File: src/rtl/icon_pkg.sv
// Shared types, geometry constants, default palette and base sprite images
// for the Rojobot icon generator.
package icon_pkg;

    localparam int unsigned ICON_SIZE  = 16;
    localparam int unsigned ICON_HALF  = 8;
    localparam int unsigned PIX_W      = 12;
    localparam int unsigned CRD_W      = 13;
    localparam int unsigned LOC_W      = 8;
    localparam int unsigned ROM_AW     = 9;
    localparam int unsigned ROM_DEPTH  = 512;
    localparam int unsigned ROW_W      = 2 * ICON_SIZE;

    typedef enum logic [2:0] {
        HDG_N  = 3'd0,
        HDG_NE = 3'd1,
        HDG_E  = 3'd2,
        HDG_SE = 3'd3,
        HDG_S  = 3'd4,
        HDG_SW = 3'd5,
        HDG_W  = 3'd6,
        HDG_NW = 3'd7
    } heading_e;

    typedef logic [1:0]       pal_idx_t;
    typedef logic [PIX_W-1:0] rgb_t;

    // Bot position/heading as captured at the start of a frame.
    typedef struct packed {
        logic [LOC_W-1:0] loc_x;
        logic [LOC_W-1:0] loc_y;
        heading_e         hdg;
    } bot_pos_t;

    localparam rgb_t DEF_COLOR_BODY = 12'h111;
    localparam rgb_t DEF_COLOR_TRIM = 12'hF00;
    localparam rgb_t DEF_COLOR_EYE  = 12'hFF0;

    // One word per sprite row; pixel c lives in bits [2c+1:2c].
    localparam logic [ROW_W-1:0] IMG_N [ICON_SIZE] = '{
        32'hC000_0201, 32'h0001_4000, 32'h0007_D000, 32'h0015_5400,
        32'h0055_5500, 32'h0155_5540, 32'h0555_5550, 32'h0A55_55A0,
        32'h0A55_55A0, 32'h0555_5550, 32'h0155_5540, 32'h0055_5500,
        32'h0028_2800, 32'h0028_2800, 32'h00AA_AA00, 32'hC000_0002
    };

    localparam logic [ROW_W-1:0] IMG_NE [ICON_SIZE] = '{
        32'h5400_0002, 32'h1D00_0000, 32'h0554_0000, 32'h0155_0000,
        32'h0055_4000, 32'h0055_5000, 32'h0155_5400, 32'h0555_5500,
        32'h0A55_5540, 32'h0A55_5550, 32'h0255_5540, 32'h0095_5400,
        32'h0025_5000, 32'h000A_4000, 32'h0002_0000, 32'h0000_0001
    };

    // ROM word for address {base, row, col}.
    function automatic pal_idx_t rom_word(input logic [ROM_AW-1:0] addr);
        logic [ROW_W-1:0] row;
        row = addr[8] ? IMG_NE[addr[7:4]] : IMG_N[addr[7:4]];
        return row[{addr[3:0], 1'b0} +: 2];
    endfunction

endpackage

File: src/rtl/icon_sprite_gen_if.sv
// Pixel-stream bus between timing generator / bot registers and the icon
// generator: master drives pixel position and bot state, slave returns icon.
interface icon_sprite_gen_if;
    import icon_pkg::*;

    logic [PIX_W-1:0] pixel_row;
    logic [PIX_W-1:0] pixel_column;
    logic             video_on_in;
    logic [LOC_W-1:0] loc_x;
    logic [LOC_W-1:0] loc_y;
    logic [7:0]       bot_info;
    rgb_t             icon;
    logic             video_on_out;

    modport master (
        output pixel_row, pixel_column, video_on_in, loc_x, loc_y, bot_info,
        input  icon, video_on_out
    );

    modport slave (
        input  pixel_row, pixel_column, video_on_in, loc_x, loc_y, bot_info,
        output icon, video_on_out
    );
endinterface

File: src/rtl/icon_rom.sv
// 512 x 2-bit synchronous sprite ROM; contents come from the package images.
module icon_rom
    import icon_pkg::*;
(
    input  logic              clk,
    input  logic [ROM_AW-1:0] addr,
    output pal_idx_t          data
);

    pal_idx_t rom_c [ROM_DEPTH];
    pal_idx_t data_q;

    // Constant table expanded from the two base images.
    always_comb begin
        for (int i = 0; i < int'(ROM_DEPTH); i++) begin
            rom_c[i] = rom_word(ROM_AW'(i));
        end
    end

    // Registered read port.
    always_ff @(posedge clk) begin
        data_q <= rom_c[addr];
    end

    assign data = data_q;

endmodule

File: src/rtl/icon_sprite_gen.sv
// Rojobot icon pixel generator: latches bot pose once per frame, renders a
// rotated 16x16 sprite around the bot position, 2-cycle registered output.
// Optional ICON_BLINK_EN: 6-bit frame counter hides the icon 32 of 64 frames.
module icon_sprite_gen
    import icon_pkg::*;
#(
    parameter int unsigned SCALE_SHIFT = 2,
    parameter int          X_OFFSET    = 256,
    parameter int          Y_OFFSET    = 128,
    parameter rgb_t        COLOR_BODY  = DEF_COLOR_BODY,
    parameter rgb_t        COLOR_TRIM  = DEF_COLOR_TRIM,
    parameter rgb_t        COLOR_EYE   = DEF_COLOR_EYE
) (
    input  logic             clk,
    input  logic             reset,
    icon_sprite_gen_if.slave bus
);

    localparam logic [3:0] EDGE = 4'(ICON_SIZE - 1);

    bot_pos_t                pos_q;
    bot_pos_t                pos_d;
    logic                    frame_start_c;

    logic signed [CRD_W-1:0] cx_c;
    logic signed [CRD_W-1:0] cy_c;
    logic signed [CRD_W-1:0] ox_c;
    logic signed [CRD_W-1:0] oy_c;
    logic signed [CRD_W-1:0] ox_end_c;
    logic signed [CRD_W-1:0] oy_end_c;
    logic signed [CRD_W-1:0] row_s_c;
    logic signed [CRD_W-1:0] col_s_c;
    logic                    in_box_c;
    logic [3:0]              r_c;
    logic [3:0]              c_c;
    logic [3:0]              sr_c;
    logic [3:0]              sc_c;
    logic [ROM_AW-1:0]       addr_c;

    logic                    in_box_q;
    logic                    von1_q;
    pal_idx_t                rom_data;

    rgb_t                    icon_d;
    rgb_t                    icon_q;
    logic                    von2_q;
    logic                    vis_c;
    logic                    unused_c;

    assign unused_c = ^bus.bot_info[7:3];

    function automatic rgb_t palette(input pal_idx_t idx);
        case (idx)
            2'd1:    return COLOR_BODY;
            2'd2:    return COLOR_TRIM;
            2'd3:    return COLOR_EYE;
            default: return '0;
        endcase
    endfunction

    // Capture bot pose on the first pixel of each frame, hold otherwise.
    always_comb begin
        pos_d         = pos_q;
        frame_start_c = (bus.pixel_row == '0) && (bus.pixel_column == '0);
        if (frame_start_c) begin
            pos_d.loc_x = bus.loc_x;
            pos_d.loc_y = bus.loc_y;
            pos_d.hdg   = heading_e'(bus.bot_info[2:0]);
        end
    end

    // Stage 1: box test, sprite-local coordinates, rotation and ROM address.
    always_comb begin
        cx_c     = CRD_W'(X_OFFSET) + (CRD_W'(pos_q.loc_x) << SCALE_SHIFT);
        cy_c     = CRD_W'(Y_OFFSET) + (CRD_W'(pos_q.loc_y) << SCALE_SHIFT);
        ox_c     = cx_c - CRD_W'(ICON_HALF);
        oy_c     = cy_c - CRD_W'(ICON_HALF);
        ox_end_c = ox_c + CRD_W'(ICON_SIZE - 1);
        oy_end_c = oy_c + CRD_W'(ICON_SIZE - 1);
        row_s_c  = $signed({1'b0, bus.pixel_row});
        col_s_c  = $signed({1'b0, bus.pixel_column});
        // Signed compares so a box hanging off the top/left edge clips.
        in_box_c = (row_s_c >= oy_c) && (row_s_c <= oy_end_c) &&
                   (col_s_c >= ox_c) && (col_s_c <= ox_end_c);
        r_c      = 4'(row_s_c - oy_c);
        c_c      = 4'(col_s_c - ox_c);
        sr_c     = r_c;
        sc_c     = c_c;
        case (pos_q.hdg[2:1])
            2'd1: begin sr_c = EDGE - c_c; sc_c = r_c;        end
            2'd2: begin sr_c = EDGE - r_c; sc_c = EDGE - c_c; end
            2'd3: begin sr_c = c_c;        sc_c = EDGE - r_c; end
            default: begin sr_c = r_c;     sc_c = c_c;        end
        endcase
        addr_c   = {pos_q.hdg[0], sr_c, sc_c};
    end

    // ROM read occupies the stage-1 clock alongside the box flag.
    icon_rom u_rom (
        .clk  (clk),
        .addr (addr_c),
        .data (rom_data)
    );

`ifdef ICON_BLINK_EN
    localparam int unsigned FCNT_W = 6;
    logic [FCNT_W-1:0] frame_cnt_q;
    logic [FCNT_W-1:0] frame_cnt_d;

    // Frame counter advances with every pose latch and wraps.
    always_comb begin
        frame_cnt_d = frame_cnt_q;
        if (frame_start_c) begin
            frame_cnt_d = frame_cnt_q + FCNT_W'(1);
        end
    end

    // Frame counter register.
    always_ff @(posedge clk or posedge reset) begin
        if (reset) begin
            frame_cnt_q <= '0;
        end else begin
            frame_cnt_q <= frame_cnt_d;
        end
    end

    assign vis_c = ~frame_cnt_q[FCNT_W-1];
`else
    assign vis_c = 1'b1;
`endif

    // Stage 2: palette lookup, gated by box, video_on and blink.
    always_comb begin
        icon_d = '0;
        if (in_box_q && von1_q && vis_c) begin
            icon_d = palette(rom_data);
        end
    end

    // Pose latch and pipeline registers.
    always_ff @(posedge clk or posedge reset) begin
        if (reset) begin
            pos_q    <= '0;
            in_box_q <= 1'b0;
            von1_q   <= 1'b0;
            icon_q   <= '0;
            von2_q   <= 1'b0;
        end else begin
            pos_q    <= pos_d;
            in_box_q <= in_box_c;
            von1_q   <= bus.video_on_in;
            icon_q   <= icon_d;
            von2_q   <= von1_q;
        end
    end

    assign bus.icon         = icon_q;
    assign bus.video_on_out = von2_q;

endmodule
File: src/flat_wrapper.sv
// flat-port wrapper written by rule: the top's interface ports become plain ports
module icon_sprite_gen_flat import icon_pkg::*;
#(
    parameter int unsigned SCALE_SHIFT = 2,
    parameter int          X_OFFSET    = 256,
    parameter int          Y_OFFSET    = 128,
    parameter rgb_t        COLOR_BODY  = DEF_COLOR_BODY,
    parameter rgb_t        COLOR_TRIM  = DEF_COLOR_TRIM,
    parameter rgb_t        COLOR_EYE   = DEF_COLOR_EYE
)
  (clk, reset, bus_pixel_row, bus_pixel_column, bus_video_on_in, bus_loc_x, bus_loc_y, bus_bot_info, bus_icon, bus_video_on_out);
  icon_sprite_gen_if bus_i ();
  input  logic clk;
  input  logic reset;
  input wire logic [$bits(bus_i.pixel_row)-1:0] bus_pixel_row;
  input wire logic [$bits(bus_i.pixel_column)-1:0] bus_pixel_column;
  input wire logic [$bits(bus_i.video_on_in)-1:0] bus_video_on_in;
  input wire logic [$bits(bus_i.loc_x)-1:0] bus_loc_x;
  input wire logic [$bits(bus_i.loc_y)-1:0] bus_loc_y;
  input wire logic [$bits(bus_i.bot_info)-1:0] bus_bot_info;
  output wire logic [$bits(bus_i.icon)-1:0] bus_icon;
  output wire logic [$bits(bus_i.video_on_out)-1:0] bus_video_on_out;
  assign bus_i.pixel_row = bus_pixel_row;
  assign bus_i.pixel_column = bus_pixel_column;
  assign bus_i.video_on_in = bus_video_on_in;
  assign bus_i.loc_x = bus_loc_x;
  assign bus_i.loc_y = bus_loc_y;
  assign bus_i.bot_info = bus_bot_info;
  assign bus_icon = bus_i.icon;
  assign bus_video_on_out = bus_i.video_on_out;
  icon_sprite_gen #(.SCALE_SHIFT(SCALE_SHIFT), .X_OFFSET(X_OFFSET), .Y_OFFSET(Y_OFFSET), .COLOR_BODY(COLOR_BODY), .COLOR_TRIM(COLOR_TRIM), .COLOR_EYE(COLOR_EYE)) u_core (.clk(clk), .reset(reset), .bus(bus_i));
endmodule
File: config.mk
export PLATFORM = sky130hd
export DESIGN_NAME = icon_sprite_gen_flat
export DESIGN_NICKNAME = d
export VERILOG_FILES = /design/src/rtl/icon_pkg.sv /design/src/rtl/icon_sprite_gen_if.sv /design/src/rtl/icon_rom.sv /design/src/rtl/icon_sprite_gen.sv /design/src/flat_wrapper.sv
export SDC_FILE = /design/constraint.sdc
export NUM_CORES = 1
export LEC_CHECK = 0
export ABC_AREA = 1
export ABC_CLOCK_PERIOD_IN_PS = 2700
export CAP_MARGIN = 20
export CORE_ASPECT_RATIO = 1.25
export CORE_MARGIN = 3
export CORE_UTILIZATION = 50
export DETAILED_ROUTE_END_ITERATION = 8
export PLACE_DENSITY_LB_ADDON = 0.15
export SLEW_MARGIN = 20
export SYNTH_ARGS = -nofsm -noshare
export SYNTH_HDL_FRONTEND = slang
export SYNTH_SLANG_ARGS = --single-unit
File: constraint.sdc
create_clock -name clk -period 2.7 [get_ports clk]
set_input_delay 0.27 -clock clk [delete_from_list [all_inputs] [get_ports clk]]
set_output_delay 0.27 -clock clk [all_outputs]
set_load 0.05 [all_outputs]
# After elaboration in Yosys (flattened, before gate mapping)
# Memory sizes are Yosys's and may differ from the RTL's. A register that Yosys moved wholly into a read port is not among the register bits.
# Index checks and enable logic that the tools add are counted.
# totals
romBits	1024
input_bits	51
mem_count	1
register_bits	34
out_inout_bits	13
# mem_list
memory	words	word_bits	read_ports	rd_ports_with_merged_regs	write_ports	line	rtl
(no name shown)	512	2	1	1	0	icon_rom.sv:22	data_q <= rom_c[addr];
# classes
muxes	4
n_eq_ne	6
bitwise_logic	1
reduce_logical	7
magnitude_cmp	4
n_addsub	10
# op_table
op	count
12-bit case mux with 3 select lines	1
13-bit by 4-bit adder with 13-bit output, second input constant	2
13-bit greater-or-equal comparator	2
13-bit <= comparator	2
12-bit zero test	2
4-bit case mux with 3 select lines	2
11-bit by 4-bit subtractor with 12-bit output, second input constant	2
12-bit 2-to-1 mux	1
8-bit by 10-bit adder with 11-bit output, first input constant	1
9-bit by 10-bit adder with 11-bit output, first input constant	1
9-bit NOT with 10-bit output	1
2-bit equality test, second input constant	4
4-bit subtractor	2
4-bit subtractor, first input constant	2
1-bit logical AND	5
2-bit by 1-bit equality test with 1-bit output, second input constant	2

# Longest topological paths before layout
# Gate-level depths: netlist of the first run.
# depth
word_depth	7
ltp_mapped	19
ltp_nobuf	19

# Cells and area by module
# A second synthesis of the first run with hierarchy kept.
# unflattened
cells_unflattened	570
area_unflattened_um2	3736.1
# modules_own_cells
mod	n_inst	cells_per_inst	seq_area_each_um2	area_per_inst_um2
icon_sprite_gen	1	408	675.6	2854.0
icon_rom	1	162	40.0	882.1

# Worst setup path before layout of the first run
# No wires, ideal clock.
# synth_path
kind	register to register
startpoint	register u_core.pos_q[4] in the netlist's numbering
endpoint	register u_core.in_box_q
arrival_ns	2.355
path_slack_ns	0.231
path_buffers	0
stages_incl_launch_ff	16
setup_time_ns	0.114
path_cell_list	dfrtp_1 -> inv_1 -> ha_1 -> xnor2_1 -> nor3_1 -> nand2_1 -> o41ai_1 -> inv_1 -> ha_1 -> nand2_1 -> inv_1 -> nand3_1 -> a211oi_1 -> o32ai_1 -> nand2_1 -> nor2_1
# synth_via
elab_chain_len	7
elab_cells_between_ends	8
classes_between	3 x add/sub; 2 x order compare; 3 x reduce/logical
# synth_rtl
element	line	rtl
start, declared	icon_sprite_gen.sv:21	bot_pos_t pos_q;
start signal, assigned	icon_sprite_gen.sv:149	pos_q <= pos_d;
8-bit by 10-bit adder with 11-bit output *	icon_sprite_gen.sv:75	cy_c = CRD_W'(Y_OFFSET) + (CRD_W'(pos_q.loc_y) << SCALE_SHIFT);
11-bit by 4-bit subtractor with 12-bit output *	icon_sprite_gen.sv:77	oy_c = cy_c - CRD_W'(ICON_HALF);
13-bit by 4-bit adder with 13-bit output	icon_sprite_gen.sv:79	oy_end_c = oy_c + CRD_W'(ICON_SIZE - 1);
13-bit <= comparator	icon_sprite_gen.sv:83	in_box_c = (row_s_c >= oy_c) && (row_s_c <= oy_end_c) &&
1-bit logical AND * (2 in series)	icon_sprite_gen.sv:83	
1-bit logical AND *	icon_sprite_gen.sv:84	(col_s_c >= ox_c) && (col_s_c <= ox_end_c);
via u_core.in_box_c	icon_sprite_gen.sv:33	logic in_box_c;
end signal, assigned	icon_sprite_gen.sv:150	in_box_q <= in_box_c;
end, declared	icon_sprite_gen.sv:40	logic in_box_q;
# The timed path passes the listed nets; every way through them passes the cells marked *.
# A chain may end at the register's enable or synchronous reset.

# Worst setup path in the final report of the first run
# Same ends and word-level chain as after synthesis.

==> summary.md, run 1 <==
| Metric | Value |
|---|---|
| Hold Path Class | `in -> async` |
| Register area share after synthesis | `0.206` |
| Chip height | `99.2 um` |
| Io pins | `64` |
| Die area | `0.00799 sq mm` |
| Max-slew violations | `0` |
| CP Cell Sequence | `inv_2 -> ha_4 -> nand2_4 -> nand2_1 -> nor2_1 -> xor2_1 -> inv_1 -> o41ai_2 -> inv_1 -> ha_1 -> nand2_1 -> inv_2 -> nand3_2 -> a211oi_2 -> o32ai_2 -> nand2_1 -> nor2_1` |
| I/O Buffers | `55` |
| Max H-tree Level | `2` |
| Drt via density | `5.29` |
| Synthesis Warnings | `0` |
| Final Setup Violations | `0` |
| Reg2reg path depth | `17` |
| Post-synth EDFFs | `0` |
| Crit-path max cell delay | `0.36 ns` |
| FP Rows | `33` |
| Via count | `3478` |
| Synth cell types | `45` |
| Longest Clk Path Bufs | `2` |
| Starting Density | `0.522` |
| Core Box Area | `0.00665 sq mm` |
| Slowest cell on crit path | `dfrtp_1` |
| Initial DRC count | `104` |
| WP data arrival | `2.78 ns` |
| Crit path launch type | `flip-flop` |
| CTS tree | `built` |
| Ys async rst share | `0.931` |
| Clk sinks | `29` |
| Root Buffer | `clkbuf_8` |
| Post-Syn Instances | `487` |
| DR WL/cell | `13.5 um` |
| FF-to-FF End | `u_core.in_box_q$_DFF_PP0_` |
| Cts bufs inserted | `5` |
| Worst-Margin Slew | `0.499 ns` |
| First-pass GRT wire length | `14600 um` |
| Final setup margin | `0.0983 ns` |
| Worst Path Max Fanout | `5` |
| Residual DRC | `0` |
| Cell Area, Synth | `0.00347 sq mm` |
| Worst path required time | `2.88 ns` |
| Mapped Avg Cell Area | `7.13 sq um` |
| Max cap viols | `0` |
| Max Fclk | `384 MHz` |
| Area growth syn-to-layout | `28.6%` |
| Yosys reg bits | `29` |
| Synth Flop Type | `dfrtp_1` |
| Cell Pwr Density | `287 mW/mm^2` |
| RD Place Congestion | `0.996` |
| Latest clock arrival within the worst-skew pair | `0.28 ns` |
| Share of cells above drive strength 1 | `0.144` |
| Clock transition at the registers of the reported paths | `0.06 ns` |
| Peak supply drop | `0.282 mV` |
| Remaining Overflow, GRT | `0` |
| FF-to-FF Start | `u_core.pos_q[4]$_DFFE_PP0P_` |
| All-Layer GR Usage | `0.227` |
| Setup WS pre-CTS | `-0.00708 ns` |
| Filler cell count | `586` |
| Placed cells | `645` |
| Max Clock Skew | `0.00561 ns` |
| Pre-antenna DRT Iters | `4` |
| Multi-input gate area | `0.00255 sq mm` |
| Initial antenna violation count | `0` |
| Largest net degree at the start of global routing | `32` |
| Die Span X | `80.5 um` |
| FF/Latch Area | `716 sq um` |
| Worst Setup End Kind | `flip-flop` |
| Period utilisation layout | `0.964` |
| Nets | `673` |
| Register-to-register setup slack | `0.1 ns` |
| Status | `finished, final reports clean` |
| Most frequent CP cell | `nand2_1` |
| ANT cells | `0` |
| RSZ-0062 raised after global routing | `yes` |
| Minimum clock period | `2.60 ns` |
| Endpoints failing hold | `0` |
| Vias in the first global route | `3408` |
| Post-route insts no fill | `657` |
| HPWL Detailed | `7210 um` |
| Total Neg Setup Slack | `0 ns` |
| Routed wire length | `8890 um` |
| Max-slew headroom | `0.666` |
| Leak | `2.26 nW` |
| Critical path class | `reg -> reg` |
| Final ANT Viol Nets | `0` |
-- cell usage after synthesis (2+ instances only) --
cell type | instances | area [sq um]
o41ai_1 | 2 | 17.5
mux2_2 | 7 | 78.8
o21ai_1 | 7 | 35.0
nor2_4 | 3 | 33.8
a21oi_1 | 32 | 160
nor4_1 | 6 | 37.5
nand2_2 | 4 | 25.0
clkbuf_1 | 3 | 11.3
dfrtp_1 | 27 | 676
a211oi_1 | 4 | 30.0
buf_4 | 10 | 75.1
xor2_4 | 2 | 55.1
nor3_1 | 7 | 35.0
nand4_1 | 14 | 87.6
o21bai_1 | 2 | 15.0
nand2_1 | 110 | 413
nand3_1 | 38 | 190
xor2_1 | 11 | 96.3
ha_1 | 53 | 663
nor2_1 | 50 | 188
o21ai_2 | 2 | 17.5
dfxtp_1 | 2 | 40.0
conb_1 | 2 | 7.51
o21ai_0 | 12 | 60.1
o211ai_1 | 2 | 15.0
xnor2_1 | 9 | 78.8
inv_2 | 5 | 18.8
a31oi_1 | 2 | 12.5
inv_1 | 43 | 161
-- layout make-up --
class	instances	area share
Clock inverter	1	0.00672
Clock buffer	7	0.0193
Tap cell	87	0.0244
Timing Repair Buffer	86	0.175
Sequential cell	29	0.160
Inverter	50	0.0426
Multi-Input combinational cell	397	0.572
-- power breakdown --
part | total [W] | internal (W) | switching, W | leakage, nW
registers | 0.000445 | 0.000442 | 0.00000237 | 0.325
logic | 0.000373 | 0.000162 | 0.000211 | 1.88
clock network | 0.000465 | 0.000300 | 0.000164 | 0.0585
-- cells by family (layout without fill, tap and decap cells) --
logic type / count (synthesis) / count (layout) / share of synthesized area
compound gates: 71 / 71 / 0.122
xor+xnor: 22 / 22 / 0.0663
fa+ha+maj: 53 / 53 / 0.191
buf+inv: 64 / 144 / 0.0829
flops: 29 / 29 / 0.206
mux: 7 / 7 / 0.0227
other cells: 2 / 5 / 0.00216
simple gates: 239 / 239 / 0.307
-- metal layers --
| metal | part of all wire | track usage | up-vias | wire [um] |
|---|---|---|---|---|
| met5 | 0 | 0 | - | 0 |
| met4 | 0.034 | 0.103 | 0 | 304 |
| met3 | 0.030 | 0.0353 | 27 | 268 |
| met2 | 0.55 | 0.429 | 72 | 4880 |
| met1 | 0.39 | 0.241 | 1584 | 3440 |
| li1 | - | - | 1795 | - |
-- cell usage in the layout (no fill, tap or decap), drive strengths merged --
master         netlist  final
o21bai               2      2
dfxtp                2      2
a211oi               5      5
buf                 11     31
and3                 1      1
nand3               39     39
o211a                1      1
inv                 49     49
nor4                 6      6
clkbuf               3      7
bufinv               0      1
o221ai               1      1
xor2                13     13
nand2              115    115
clkdlybuf4s50        0     55
nor2                54     54
or3                  1      1
ha                  53     53
conb                 2      5
nand3b               1      1
o21ai               21     21
o32ai                1      1
o211ai               3      3
a31oi                2      2
mux2                 7      7
xnor2                9      9
nor3                 8      8
clkinv               1      1
a21o                 1      1
nand4               14     14
o41ai                2      2
a21oi               32     32
dfrtp               27     27
-- critical path, delay by kind of cell, from the launching register on --
family | cells | cell delay, ns
AO/OA/AOI/OAI | 3 | 0.53
XOR/XNOR | 1 | 0.20
adder cells (fa/ha/maj) | 2 | 0.45
buffers and inverters | 4 | 0.32
flip-flops | 1 | 0.36
AND/OR/NAND/NOR | 7 | 0.62
-- flip-flops by register name (all words and copies together), names as in the netlist --
name	count
u_core.pos_q	18
u_core.bus.icon	5
u_core.u_rom.data	2
u_core.addr_c	1
u_core.bus.video_on_out	1
u_core.in_box_q	1
u_core.von1_q	1
-- stage by stage --
stage               power, W   util  hold WS [ns]  cell area (sq um)
global route         0.00136  0.672         0.387               4470
detailed placement  0.000819  0.639         0.377               4250
floorplan           0.000665      -         0.301               3480
finish               0.00128  0.672         0.349               4470
CTS                  0.00129  0.658         0.351               4370
global placement    0.000815  0.639         0.379               4250
-- how the worst max path moves through the flow --
stage | start | to | slack (ns) | cells past startpoint
after floorplan | u_core.pos_q[4]$_DFFE_PP0P_ | u_core.in_box_q$_DFF_PP0_ | 0.23 | 15
after global placement | u_core.pos_q[4]$_DFFE_PP0P_ | u_core.in_box_q$_DFF_PP0_ | 0.04 | 14
after detailed placement | u_core.pos_q[4]$_DFFE_PP0P_ | u_core.in_box_q$_DFF_PP0_ | -0.007 | 17
after CTS | u_core.pos_q[4]$_DFFE_PP0P_ | u_core.in_box_q$_DFF_PP0_ | 0.03 | 17
after global routing | u_core.pos_q[4]$_DFFE_PP0P_ | u_core.in_box_q$_DFF_PP0_ | -0.11 | 14
final | u_core.pos_q[4]$_DFFE_PP0P_ | u_core.in_box_q$_DFF_PP0_ | 0.1 | 17
-- timing repair --
item	4_1_cts	5_1_grt
buffers inserted	0	4
resized for setup	1	15
pin swaps	1	7
hold buffers	0	0
setup endpoints to repair	1	1
hold endpoints to repair	0	0
gates cloned	0	0
Power figures use the tool's default switching activity.
==> inputs of run 2 (changes only) <==
--- a/config.mk
+++ b/config.mk
@@ -13,6 +13,7 @@
 export CORE_UTILIZATION = 50
 export DETAILED_ROUTE_END_ITERATION = 8
 export PLACE_DENSITY_LB_ADDON = 0.15
+export REMOVE_ABC_BUFFERS = 1
 export SLEW_MARGIN = 20
 export SYNTH_ARGS = -nofsm -noshare
 export SYNTH_HDL_FRONTEND = slang
==> summary.md, run 2 (synthesis results as in run 1) <==
| Metric | Value |
|---|---|
| Max-slew headroom | `0.663` |
| Period utilisation layout | `0.977` |
| Power, Total | `0.00119 W` |
| Worst-Margin Slew | `0.504 ns` |
| Status | `finished, final reports clean` |
| First-pass GRT wire length | `15600 um` |
| Filler cell count | `578` |
| Max Clock Skew | `0.00658 ns` |
| Clk sinks | `29` |
| Latest clock arrival within the worst-skew pair | `0.28 ns` |
| Io pins | `64` |
| Nets | `686` |
| Max-slew violations | `0` |
| RD Place Congestion | `0.991` |
| HPWL Detailed | `7770 um` |
| Final ANT Viol Nets | `0` |
| I/O Buffers | `55` |
| FP Rows | `33` |
| All-Layer GR Usage | `0.245` |
| Routed wire length | `9530 um` |
| Final Setup Violations | `0` |
| Biggest register | `u_core.pos_q` |
| Post-route insts no fill | `670` |
| FF/Latch Area | `716 sq um` |
| CTS tree | `built` |
| Share of cells above drive strength 1 | `0.180` |
| Die area | `0.00799 sq mm` |
| Max H-tree Level | `2` |
| Initial DRC count | `126` |
| Max Fclk | `379 MHz` |
| Via count | `3636` |
| Critical path class | `reg -> reg` |
| Most frequent cells in the layout | `nand2_1, clkdlybuf4s50_1, ha_1` |
| Chip height | `99.2 um` |
| Worst Path Max Fanout | `3` |
| Hold Path Class | `in -> async` |
| Minimum clock period | `2.64 ns` |
| Initial antenna violation count | `0` |
| Root Buffer | `clkbuf_8` |
| Peak supply drop | `0.333 mV` |
| Cts bufs inserted | `5` |
| ANT cells | `0` |
| Area growth syn-to-layout | `32.0%` |
| Worst path required time | `2.88 ns` |
| Starting Density | `0.522` |
| Max reg flops | `18` |
| DR WL/cell | `14.2 um` |
| Residual DRC | `0` |
| Max cap viols | `0` |
| Cell Pwr Density | `259 mW/mm^2` |
| Pre-antenna DRT Iters | `4` |
| Drt via density | `5.43` |
| Placed cells | `656` |
| Largest net degree at the start of global routing | `32` |
| Crit path launch type | `flip-flop` |
| Vias in the first global route | `3562` |
| Longest Clk Path Bufs | `2` |
| Clock transition at the registers of the reported paths | `0.07 ns` |
| Leak | `2.28 nW` |
| Core Box Area | `0.00665 sq mm` |
| WP data arrival | `2.82 ns` |
| Remaining Overflow, GRT | `0` |
| Die Span X | `80.5 um` |
| Worst Setup End Kind | `flip-flop` |
| Multi-input gate area | `0.00260 sq mm` |
| Most common cell after layout, fill and taps aside | `nand2_1` |
| Endpoints failing hold | `0` |
[run 2: cell count changes in the layout (fill, tap and decap cells not counted), sizes merged]
cell / delta
buf: +13
clkbuf: -2
bufinv: -1
clkinv: +2
clkinvlp: +1
[run 2: routing by layer]
metal  global-route usage  wire (um)  vias to the layer above
met5                    0          0                        -
met4                0.105        358                        0
met3               0.0326        403                       32
met2                0.464       5190                      105
met1                0.264       3580                     1673
li1                     -          -                     1826
[run 2: where the power goes]
part	total, W	switching, W	internal (W)
clock network	0.000347	0.000169	0.000177
registers	0.000445	0.00000280	0.000442
logic	0.000397	0.000222	0.000175
[run 2: critical path, stage by stage (launching register included)]
cell      delay, ns
dfrtp_1        0.39
buf_4          0.15
ha_1           0.22
nor3_2         0.23
nand2_1        0.12
o41ai_2        0.28
inv_1          0.08
ha_1           0.28
nand2_1        0.08
inv_2          0.07
nand3_2        0.10
a211oi_2       0.24
o32ai_2        0.10
nand2_1        0.12
nor2_1         0.06
[run 2: timing repair]
item	in CTS	in global routing
pin swaps	0	13
setup buffers	0	6
hold buffers	0	0
resized for setup	1	28
setup endpoints to repair	1	1
[run 2: through the flow]
| stage | setup slack (ns) | utilization | TNS, ns | instance area [sq um] | hold slack, ns |
|---|---|---|---|---|---|
| finish | 0.0617 | 0.690 | 0 | 4590 | 0.347 |
| global placement | 0.0444 | 0.652 | 0 | 4330 | 0.362 |
| floorplan | 0.231 | - | 0 | 3390 | 0.301 |
| CTS | 0.0117 | 0.665 | 0 | 4420 | 0.358 |
| detailed placement | -0.0152 | 0.652 | -0.0152 | 4330 | 0.371 |
| global route | -0.0759 | 0.690 | -0.0759 | 4590 | 0.385 |
[run 2: area by class of cell]
class | count | share of cell area
clock buffers | 5 | 0.0150
clock inverters | 3 | 0.00382
inverters | 50 | 0.0415
multi-input cells | 397 | 0.568
flip-flops and latches | 29 | 0.156
well taps | 87 | 0.0237
repair buffers | 99 | 0.192
[run 2: worst paths after layout]
path	slack, ns	cells after the start	start	end
max	0.06	14	u_core.pos_q[4]$_DFFE_PP0P_	u_core.in_box_q$_DFF_PP0_
min	0.35	3	reset	u_core.pos_q[14]$_DFFE_PP0P_
max reg2reg	0.06	14	u_core.pos_q[4]$_DFFE_PP0P_	u_core.in_box_q$_DFF_PP0_
min reg2reg	0.38	0	u_core.von1_q$_DFF_PP0_	u_core.bus.video_on_out$_DFF_PP0_
max in group asynchronous	2.09	3	reset	u_core.addr_c[8]$_DFFE_PP0P_
min in group clk	0.38	0	u_core.von1_q$_DFF_PP0_	u_core.bus.video_on_out$_DFF_PP0_
==> inputs of run 3 (changes only) <==
--- a/config.mk
+++ b/config.mk
@@ -11,10 +11,12 @@
 export CORE_ASPECT_RATIO = 1.25
 export CORE_MARGIN = 3
 export CORE_UTILIZATION = 50
+export CTS_BUF_LIST = sky130_fd_sc_hd__clkbuf_8 sky130_fd_sc_hd__clkbuf_16
 export DETAILED_ROUTE_END_ITERATION = 8
 export PLACE_DENSITY_LB_ADDON = 0.15
 export REMOVE_ABC_BUFFERS = 1
 export SLEW_MARGIN = 20
 export SYNTH_ARGS = -nofsm -noshare
 export SYNTH_HDL_FRONTEND = slang
+export SYNTH_HIERARCHICAL = 1
 export SYNTH_SLANG_ARGS = --single-unit
==> summary.md, run 3 <==
| Metric | Value |
|---|---|
| Register area share after synthesis | `0.192` |
| Multi-input gate area | `0.00261 sq mm` |
| FF-to-FF Start | `u_core/pos_q[13]$_DFFE_PP0P_` |
| Synth top area share | `0.181` |
| Residual DRC | `0` |
| Post-route insts no fill | `740` |
| Minimum clock period | `2.55 ns` |
| Chip height | `103 um` |
| Vias in the first global route | `3598` |
| Pre-antenna DRT Iters | `6` |
| Starting Density | `0.526` |
| Cts bufs inserted | `5` |
| Period utilisation layout | `0.944` |
| Max Clock Skew | `0.00636 ns` |
| Clk sinks | `29` |
| Slowest cell on crit path | `dfrtp_1` |
| Filler cell count | `648` |
| Hold Path Class | `in -> async` |
| Via count | `3748` |
| Io pins | `64` |
| Post-synth EDFFs | `0` |
| Placed cells | `730` |
| CP Cell Sequence | `inv_1 -> ha_1 -> or2_2 -> nor2_2 -> nand3_1 -> nor2_1 -> a21boi_1 -> ha_1 -> nand2_1 -> inv_1 -> nand2_1 -> nor2_1 -> nand2_1 -> nand3_1 -> nand2_1 -> nand2_1 -> nor2_1` |
| Endpoints failing hold | `0` |
| Nets | `752` |
| Root Buffer | `clkbuf_8` |
| Final Setup Violations | `0` |
| Worst-Margin Slew | `0.505 ns` |
| Hold Buf Count CTS | `0` |
| DR WL/cell | `12.3 um` |
| First-pass GRT wire length | `15400 um` |
| Dominant cell type by area after synthesis | `dfrtp_1` |
| Biggest register | `u_core/pos_q` |
| Synthesis Warnings | `6` |
| Max reg flops | `18` |
| Clock transition at the registers of the reported paths | `0.07 ns` |
| Critical path class | `reg -> reg` |
| CTS tree | `built` |
| Max cap viols | `0` |
| Peak supply drop | `0.245 mV` |
| Final ANT Viol Nets | `0` |
| Critical path origin | `u_core/pos_q[13]$_DFFE_PP0P_` |
| Largest net degree at the start of global routing | `33` |
| ANT cells | `0` |
| Most frequent CP cell | `nand2_1` |
| Worst Setup End Kind | `flip-flop` |
| Die Span X | `83.3 um` |
| FP Rows | `34` |
| FF/Latch Area | `716 sq um` |
| Cell Area, Synth | `0.00374 sq mm` |
| Most common cell after layout, fill and taps aside | `nand2_1` |
| Post-Syn Instances | `570` |
| Status | `finished, final reports clean` |
| Synth Flop Type | `dfrtp_1` |
| Longest Clk Path Bufs | `2` |
| Worst Path Max Fanout | `4` |
| Ranking of synthesized cells by area | `dfrtp_1, ha_1, nand2_1, inv_1, nor2_1` |
| All-Layer GR Usage | `0.217` |
| Crit-path max cell delay | `0.39 ns` |
| Layout Utilization | `0.654` |
| Yosys reg bits | `29` |
| Cell Pwr Density | `264 mW/mm^2` |
| Initial DRC count | `133` |
| Ys async rst share | `0.931` |
| Most frequent cell after synthesis | `nand2_1` |
| Worst path top cell family by delay | `simple AND/OR/NAND/NOR gates` |
| Most frequent cells in the layout | `nand2_1, inv_1, clkdlybuf4s50_1` |
| Die area | `0.00855 sq mm` |
| Max-slew headroom | `0.662` |
| Drt via density | `5.06` |
| Synth cell types | `43` |
| Routed wire length | `9130 um` |
| Remaining Overflow, GRT | `0` |
| Latest clock arrival within the worst-skew pair | `0.28 ns` |
| WP data arrival | `2.72 ns` |
| Crit path launch type | `flip-flop` |
| Share of cells above drive strength 1 | `0.135` |
| Max Fclk | `392 MHz` |
| Max H-tree Level | `2` |
| I/O Buffers | `55` |
| Area growth syn-to-layout | `24.3%` |
| Worst path required time | `2.87 ns` |
| Bufs and invs on worst path | `2` |
| Initial antenna violation count | `0` |
| Core Box Area | `0.00710 sq mm` |
| Mapped Avg Cell Area | `6.55 sq um` |
| Max-slew violations | `0` |
| RD Place Congestion | `0.932` |
| Most common library cells after synthesis | `nand2_1, inv_1, nor2_1` |
| HPWL Detailed | `7470 um` |
| Leak | `2.45 nW` |
-- run 3: cell count changes in the layout (fill, tap and decap cells not counted), sizes merged, moves of 3 or more --
| cell | delta |
|---|---|
| a211oi | -5 |
| inv | +31 |
| nor4 | -6 |
| nand3b | +3 |
| buf | -10 |
| o211ai | -3 |
| o21ai | +18 |
| mux2 | -7 |
| nand2 | +62 |
| or2 | +3 |
| a21oi | -8 |
| nor2 | +3 |
| nand4 | -6 |
-- run 3: worst paths after layout --
check                                                         end  cells after the start  slack, ns
worst max-delay path                    u_core/in_box_q$_DFF_PP0_                     17       0.15
worst min-delay path                 u_core/pos_q[15]$_DFFE_PP0P_                      3       0.35
worst max register to register          u_core/in_box_q$_DFF_PP0_                     17       0.15
worst min register to register  u_core/bus.video_on_out$_DFF_PP0_                      0       0.40
max in group asynchronous             u_core/pos_q[4]$_DFFE_PP0P_                      3       2.09
min in group clk                u_core/bus.video_on_out$_DFF_PP0_                      0       0.40
-- run 3: routing by layer --
metal | wire, um | global-route usage | vias up
li1 | - | - | 1952
met1 | 3640 | 0.231 | 1664
met2 | 4750 | 0.431 | 99
met3 | 346 | 0.0272 | 33
met4 | 399 | 0.0956 | 0
met5 | 0 | 0 | -
-- run 3: worst min-delay path, cell delays in order --
cell and delay (ns):
clkdlybuf4s50_1 0.39, inv_1 0.05, buf_4 0.32
-- run 3: layout make-up --
| cell class | count | share of cell area |
|---|---|---|
| Multi-Input combinational cell | 443 | 0.562 |
| Timing Repair Buffer | 89 | 0.173 |
| Sequential cell | 29 | 0.154 |
| Inverter | 81 | 0.0676 |
| Tap cell | 90 | 0.0242 |
| Clock buffer | 5 | 0.0148 |
| Clock inverter | 3 | 0.00377 |
-- run 3: timing repair --
action                                  CTS  global route
endpoints found under the hold margin     0             0
resized for setup                         0            17
setup buffers                             0             2
endpoints found under the setup margin    0             3
-- run 3: through the flow --
stage | worst slack, ns | hold WS [ns] | total power (W) | setup TNS [ns] | instance area [sq um]
after CTS | 0.0941 | 0.354 | 0.00123 | 0 | 4570
after floorplan | -0.179 | 0.301 | 0.000696 | -0.298 | 3580
after global routing | -0.00347 | 0.404 | 0.00130 | -0.00347 | 4650
final | 0.151 | 0.347 | 0.00123 | 0 | 4650
after detailed placement | -0.131 | 0.390 | 0.000869 | -0.223 | 4490
after global placement | -0.0841 | 0.366 | 0.000863 | -0.142 | 4490
-- run 3: power by group --
group | internal [W] | switching (W) | total, W
Sequential | 0.000444 | 0.00000330 | 0.000447
Combinational | 0.000182 | 0.000243 | 0.000426
Clock | 0.000178 | 0.000175 | 0.000352
Total | 0.000804 | 0.000421 | 0.00123
-- run 3: cells by family after synthesis --
logic type,Yosys count,share of synthesized area
AND/OR/NAND/NOR,296,0.347
buffers and inverters,101,0.128
AO/OA/AOI/OAI,71,0.111
adder cells (fa/ha/maj),52,0.174
flip-flops,29,0.192
XOR/XNOR,18,0.0442
other,2,0.00201
multiplexers,1,0.00268
